### config.mk
export PLATFORM = sky130hd
export DESIGN_NAME = rr_arbiter_8
export DESIGN_NICKNAME = d
export VERILOG_FILES = /design/src/rtl/arb_pkg.sv /design/src/rtl/decoder_3_8_en.sv /design/src/rtl/rr_arbiter_8.sv
export SDC_FILE = /design/constraint.sdc
export NUM_CORES = 1
export LEC_CHECK = 0
export ABC_CLOCK_PERIOD_IN_PS = 4700
export BUFFER_PORTS_ARGS = -buffer_cell sky130_fd_sc_hd__buf_2
export CAP_MARGIN = 30
export CORE_UTILIZATION = 35
export DETAILED_ROUTE_END_ITERATION = 6
export PLACE_DENSITY = 0.54
export SYNTH_ARGS = -nofsm -noshare
export SYNTH_HDL_FRONTEND = slang
export SYNTH_SLANG_ARGS = --single-unit
### constraint.sdc
create_clock -name clk -period 4.7 [get_ports clk]
set_input_delay 1.175 -clock clk [delete_from_list [all_inputs] [get_ports clk]]
set_output_delay 1.175 -clock clk [all_outputs]
set_load 0.01 [all_outputs]
### src/rtl/arb_pkg.sv
// Shared definitions for the 8-way round-robin arbiter: sizes, FSM states
// and the rotating priority pick.
package arb_pkg;

  localparam int unsigned NUM_REQ = 8;
  localparam int unsigned IDX_W   = 3;

  typedef enum logic {
    IDLE,
    GRANT
  } arb_state_e;

  typedef struct packed {
    logic             found;
    logic [IDX_W-1:0] idx;
  } pick_t;

  // First set bit of vec scanning upward from start, wrapping 7->0.
  function automatic pick_t rr_pick(input logic [NUM_REQ-1:0] vec,
                                    input logic [IDX_W-1:0]   start);
    pick_t            res;
    logic [IDX_W-1:0] j;
    res = '0;
    for (int unsigned i = 0; i < NUM_REQ; i++) begin
      j = start + IDX_W'(i);
      if (!res.found && vec[j]) begin
        res.found = 1'b1;
        res.idx   = j;
      end
    end
    return res;
  endfunction

endpackage

### src/rtl/decoder_3_8_en.sv
// Combinational 3-to-8 one-hot decoder; all-zero output when disabled.
module decoder_3_8_en (
  input  logic       en,
  input  logic [2:0] in,
  output logic [7:0] out
);

  always_comb begin
    out = '0;
    if (en) out[in] = 1'b1;
  end

endmodule

### src/rtl/rr_arbiter_8.sv
// 8-requester round-robin arbiter with bounded hold under contention.
// Owner index, valid and hold count are registered; gnt is decoded from them.
module rr_arbiter_8
  import arb_pkg::*;
#(
  parameter int unsigned MAX_HOLD = 16,
  parameter int unsigned CNT_W    = 8
) (
  input  logic       clk,
  input  logic       rst,
  input  logic [7:0] req,
  output logic [7:0] gnt,
  output logic [2:0] gnt_idx,
  output logic       gnt_valid
);

  localparam logic [CNT_W-1:0] HOLD_LAST = CNT_W'(MAX_HOLD - 1);

  arb_state_e         state_q, state_d;
  logic [IDX_W-1:0]   gnt_idx_q, gnt_idx_d;
  logic [IDX_W-1:0]   last_q, last_d;
  logic               gnt_valid_q, gnt_valid_d;
  logic [CNT_W-1:0]   hold_cnt_q, hold_cnt_d;

  logic [NUM_REQ-1:0] others;
  pick_t              pick_idle;
  pick_t              pick_next;

  // Release and forced rotation both scan past the owner with the owner
  // masked out, so one pick serves both cases.
  always_comb begin
    others    = req & ~(NUM_REQ'(1) << gnt_idx_q);
    pick_idle = rr_pick(req, last_q + IDX_W'(1));
    pick_next = rr_pick(others, gnt_idx_q + IDX_W'(1));
  end

  always_comb begin
    state_d     = state_q;
    gnt_idx_d   = gnt_idx_q;
    last_d      = last_q;
    gnt_valid_d = gnt_valid_q;
    hold_cnt_d  = hold_cnt_q;
    case (state_q)
      IDLE: begin
        if (pick_idle.found) begin
          state_d     = GRANT;
          gnt_idx_d   = pick_idle.idx;
          last_d      = pick_idle.idx;
          gnt_valid_d = 1'b1;
          hold_cnt_d  = '0;
        end
      end
      GRANT: begin
        if (!req[gnt_idx_q] || (hold_cnt_q == HOLD_LAST)) begin
          hold_cnt_d = '0;
          if (pick_next.found) begin
            gnt_idx_d = pick_next.idx;
            last_d    = pick_next.idx;
          end else if (!req[gnt_idx_q]) begin
            state_d     = IDLE;
            gnt_idx_d   = '0;
            gnt_valid_d = 1'b0;
          end
        end else begin
          hold_cnt_d = hold_cnt_q + CNT_W'(1);
        end
      end
      default: begin
        state_d     = IDLE;
        gnt_idx_d   = '0;
        gnt_valid_d = 1'b0;
        hold_cnt_d  = '0;
      end
    endcase
  end

  always_ff @(posedge clk) begin
    if (rst) begin
      state_q     <= IDLE;
      gnt_idx_q   <= '0;
      last_q      <= IDX_W'(NUM_REQ - 1);
      gnt_valid_q <= 1'b0;
      hold_cnt_q  <= '0;
    end else begin
      state_q     <= state_d;
      gnt_idx_q   <= gnt_idx_d;
      last_q      <= last_d;
      gnt_valid_q <= gnt_valid_d;
      hold_cnt_q  <= hold_cnt_d;
    end
  end

  assign gnt_idx   = gnt_idx_q;
  assign gnt_valid = gnt_valid_q;

  decoder_3_8_en u_dec (
    .en  (gnt_valid_q),
    .in  (gnt_idx_q),
    .out (gnt)
  );

endmodule

After elaboration in Yosys (flattened, before gate mapping) --
Cells that the tools add are included.
Storage, ports and cells: register bits 16, bits of input ports 10
Cells by class: shift operators 1, bitwise operators 3, add/sub/neg operators 17, equality and inequality tests 7, reduce and logical (&&, ||, !) cells 34, multiplexer cells 74, magnitude comparators 18
Operators by type and width (count):
- less-than comparator 3 x 4 -> 1 bit (second input constant) | 17
- 2-to-1 mux 4 bit | 16
- binary-select mux 1 bit (select 3 bit) | 17
- 2-to-1 mux 1 bit | 26
- adder 3 bit (second input constant) | 8
- 2-to-1 mux 8 bit | 3
- 2-to-1 mux 3 bit | 6
- one-hot mux 8 bit (2 select lines) | 1
- logical AND 1 bit | 15
- logical NOT 1 bit | 15
- adder 3 x 1 -> 3 bit (second input constant) | 4
- adder 3 x 2 -> 3 bit (second input constant) | 4
- one-hot mux 3 bit (2 select lines) | 2
- adder 8 x 1 -> 8 bit (second input constant) | 1
- AND 8 bit | 1
- equality test 8 x 4 -> 1 bit (second input constant) | 1
- NOT 8 bit | 1
- left shift 1 x 3 -> 8 bit (first input constant) | 1
- != test 2 bit (second input constant) | 3
- AND reduction 3 bit | 2
- != test 2 x 1 -> 1 bit (second input constant) | 2
- one-hot mux 1 bit (2 select lines) | 2
- AND reduction 4 bit | 1
- demux 1 bit (select 3 bit) | 1
- 4 further kinds | 4

Longest topological paths before layout --
word-level depth 30, depth in mapped cells 14, gate-level depth less buffers 10

Hierarchy --
Synthesis repeated with hierarchy kept, for this count alone.
Second synthesis, totals: cell total of the unflattened synthesis 380, area total of the unflattened synthesis 3088.0 um^2
Modules (own cells, without submodules):
- rr_arbiter_8 | sequential area each 320.3 um^2, area each 2992.9 um^2, times used 1, cells an instance 372
- decoder_3_8_en | sequential area each 0.0 um^2, area each 95.1 um^2, times used 1, cells an instance 8

Worst setup path before layout --
Ideal clock, no wire load.
path type reg-to-reg, from register gnt_idx_q[0], in the netlist gnt_idx[0], to register gnt_idx_q[1], in the netlist gnt_idx[1], data arrival time 3333 ps, buffers on the path 3, period minus slack after synthesis 3394 ps, path slack 1306 ps, stages on the path, launching flop included 13, required time 4640 ps, cell sequence dfxtp_1 -> buf_4 -> buf_4 -> inv_2 -> ha_1 -> buf_6 -> mux4_2 -> mux2_2 -> or3_4 -> mux2_1 -> o2111a_1 -> a21oi_2 -> o221a_1
Between the ends: cells in the longest elaborated chain, start to end 30, elaborated cells on any way between the ends 59, those cells by class add/sub (8); eq/ne (2); shift (1); mux (29); bitwise (2); reduce/logical (17)
RTL lines:
- start: declaration | RTL line rr_arbiter_8.sv:20 | logic [IDX_W-1:0] gnt_idx_q, gnt_idx_d;
- start signal: assignment | RTL line rr_arbiter_8.sv:86 | gnt_idx_q <= gnt_idx_d;
- parallel branches: the longest is 30 deep, another holds adder 3 x 1 -> 3 bit
Parallel ways; which one is timed is not known. The select of a mux whose other input is x is not followed. A chain may end at the register's enable or synchronous reset.

Worst setup path in the final report --
from register gnt_idx_q[0], in the netlist gnt_idx[0], to register last_q[1]
Between the ends: cells in the longest elaborated chain, start to end 30, elaborated cells on any way between the ends 59, those cells by class add/sub (8); eq/ne (2); shift (1); mux (29); bitwise (2); reduce/logical (17)
RTL lines:
- parallel branches: the longest is 30 deep, another holds adder 3 x 1 -> 3 bit
- end signal: assignment | RTL line rr_arbiter_8.sv:81 | last_q <= IDX_W'(NUM_REQ - 1);
- end signal: assignment | RTL line rr_arbiter_8.sv:87 | last_q <= last_d;
- end: declaration | RTL line rr_arbiter_8.sv:21 | logic [IDX_W-1:0] last_q, last_d;
Parallel ways; which one is timed is not known. The select of a mux whose other input is x is not followed.

==> impl_metrics.csv <==
group,metric,value,unit
critical_path,reg2reg_from,"gnt_idx[0]",
timing,setup_viol,0,
place,detailed_place_hpwl,5.59,mm
cells_and_area,n_antenna_cell,0,
cts,cts-resized-gates,0,
yosys,yosysTopAreaCell,"mux4_2",
routing,final_antenna_net_count,0,
power_and_ir_drop,p_comb_share,88.1,%
routing,routed_wl,7.63,mm
power_and_ir_drop,p_int,1250,uW
timing,layout_setup_ws,0.860,ns
yosys,synth_xor_area_share,6.12,%
cts,clk_pin_slew,0.06,ns
cts,holdBufCountCts,0,
timing,maxSlewViolCount,0,
status,outcome,"complete, no violations",
routing,drc,0,
critical_path,crit_arrival,3.99,ns
global_routing,grt_max_degree,32,
yosys,synthCells,333,
yosys,syn_area,2840,sq um
critical_path,path_class,"reg -> reg",
die,die_height,92.1,microns
cells_and_area,final_cells,442,
die,die_w,92.1,microns
yosys,synth_seq_cells,16,
cts,post_cts_buffers,0,
place,io_buffers,21,
cts,clk_latency,0.25,ns
yosys,muxShareOfSynthArea,25.1,%
die,io_pins,22,
yosys,ys_async_sr_fraction,0,%
power_and_ir_drop,p_clk_share,4.7,%
power_and_ir_drop,total_power,2630,uW
min_path,worst_hold_path_type,"reg -> reg",
cts,htree_levels,1,
yosys,synth_cell_type_count,68,
yosys,yosys_warnings,0,
routing,drt-wirelength-per-cell,17.3,microns
global_routing,grt.total_usage,18.5,%
global_routing,overflow,0,
die,die_area,8480,sq um
power_and_ir_drop,p_leak,0.00121,uW
power_and_ir_drop,p_sw_share,52.5,%
yosys,synth_top_family_by_area,"multiplexers",
routing,drt-pass1-iter-count,5,
cts,cts.path.max_buffers,2,
min_path,worstHoldPathCells,2,
cells_and_area,layout_common_cells,"nand2_1, nor2_1, buf_2",
timing,fmax,0.260,GHz
flow_run,drv_cap,0,
critical_path,r2r-end,"last_q[1]",
timing,hold_violations,0,
place,finalWeightedCongestion,0.869,
critical_path,reg2reg_depth,10,
cells_and_area,drive_above_1_share,21.5,%
min_path,min_from,"hold_cnt_q[2]",
timing,slew_headroom,37.7,%
critical_path,r2r_setup_slack,0.86,ns
yosys,synthSimpleGateAreaFrac,21.4,%
timing,rsz0062_at_grt,"false",
global_routing,antenna_found_initial,0,
global_routing,grt_pass1_wl,12.9,mm
power_and_ir_drop,switchingPower,1380,uW
critical_path,cp-end-kind,"register",
cts,cts_made_buffers,3,
cts,cts.sinks,16,
timing,finalSetupTns,0,ns
yosys,synth_compound_area_share,24.0,%
yosys,synth-edff-count,0,
timing,period_share,81.7,%
power_and_ir_drop,peakVddDrop,235,uV
yosys,synthAdderAreaFrac,4.84,%
die,placeableCoreArea,7810,sq um
cells_and_area,final_nets,362,
yosys,synth_area_leaders,"mux4_2, dfxtp_1, ha_1",
power_and_ir_drop,p_per_area,868,nW/um^2
routing,vias,2669,
timing,finClkSkew,0.00316,ns
die,initial_core_util,36.4,%
cts,cts_tree,"yes",
yosys,synth_top_area_share,15.1,%
yosys,syn_nets,354,
cells_and_area,fill_cells,824,
timing,whs,0.487,ns
routing,first_iter_violations,121,
timing,finalWorstPathRequiredPeriod,3.84,ns
critical_path,startpoint_type,"register",
yosys,synthFlopType,"dfxtp_1",
global_routing,grt_pass1_vias,2509,
critical_path,path_max_fanout,31,
cells_and_area,area_delta_synth_final,6.47,%
place,dp.cells,438,
critical_path,cp.required,4.85,ns
power_and_ir_drop,pwr-share-seq,7.2,%
timing,tightest_slew,0.928,ns
die,rows,32,
yosys,syn_avg_cell_area,8.53,sq um
place,place_ws,0.881,ns
routing,via_per_inst,6.04,
cts,root_buffer,"clkbuf_8",
min_path,hold_path_end,"hold_cnt_q[2]",
yosys,synth_seq_area_share,11.3,%
## critical path: stages (launching register included)
cell and delay, ns:
dfxtp_1 0.32, buf_4 0.25, ha_1 0.27, ha_1 0.71, xor2_2 0.44, mux4_2 0.62
nor4b_1 0.19, nand3b_1 0.17, a31oi_1 0.16, or3_1 0.39, o22a_1 0.20
## synthesized netlist by cell type, drive strengths merged (8+ instances only)
library cell and number:
a211oi 9, a21oi 21, buf 17, clkbuf 8
dfxtp 16, ha 11, inv 13, mux2 12
mux2i 14, mux4 19, nand2 27, nor2 27
nor3 8, o21ai 18
## per-stage QoR
step	instance area, sq um	utilization (%)
after floorplan	2840	-
after global placement	2970	38.0
after detailed placement	2970	38.0
after CTS	3030	38.8
after global routing	3030	38.8
final	3030	38.8
## layer usage
metal  GRT usage, %  routed length (microns)  up-vias
met5              0                        0        -
met4           2.47                       75        0
met3           1.91                      562        8
met2           28.4                     3250      109
met1           28.4                     3740     1260
li1               -                        -     1292
## logic make-up after synthesis
kind of cell	count (synthesis)
simple gates	112
compound gates	96
mux	45
buf+inv	38
flops	16
xor+xnor	15
fa+ha+maj	11
## power by group through the flow
stage / combinational [uW] / sequential (uW) / clock, uW
after global placement: 2290 / 192 / 0
after detailed placement: 2270 / 193 / 0
final: 2310 / 189 / 123
after global routing: 2540 / 194 / 130
after floorplan: 1890 / 191 / 0
after CTS: 2290 / 190 / 126
## worst max path at each step
stage	from	endpoint	slack (ns)	cells past startpoint
global placement	gnt_idx[0]	last_q[1]	0.87	10
floorplan	gnt_idx[0]	gnt_idx[1]	1.31	12
detailed placement	gnt_idx[0]	last_q[1]	0.88	10
global route	gnt_idx[0]	last_q[1]	0.66	10
finish	gnt_idx[0]	last_q[1]	0.86	10
CTS	gnt_idx[0]	last_q[1]	0.87	10
## sequential cells by signal (all words and copies together) (netlist names)
signal / flops
gnt_idx: 3
hold_cnt_q: 8
state_q: 1
gnt_valid: 1
last_q: 3
## cell type report
cell class                 count  area, sq um  share of cell area [%]
sequential                    16          320                    10.6
inverter                      13         48.8                    1.61
clock buffer                   4         55.1                    1.82
tap                          102          128                    4.22
multi-input combinational    279         2320                    76.6
timing repair buffer          28          158                    5.21
Note: power is estimated with default switching activity, not from simulation.
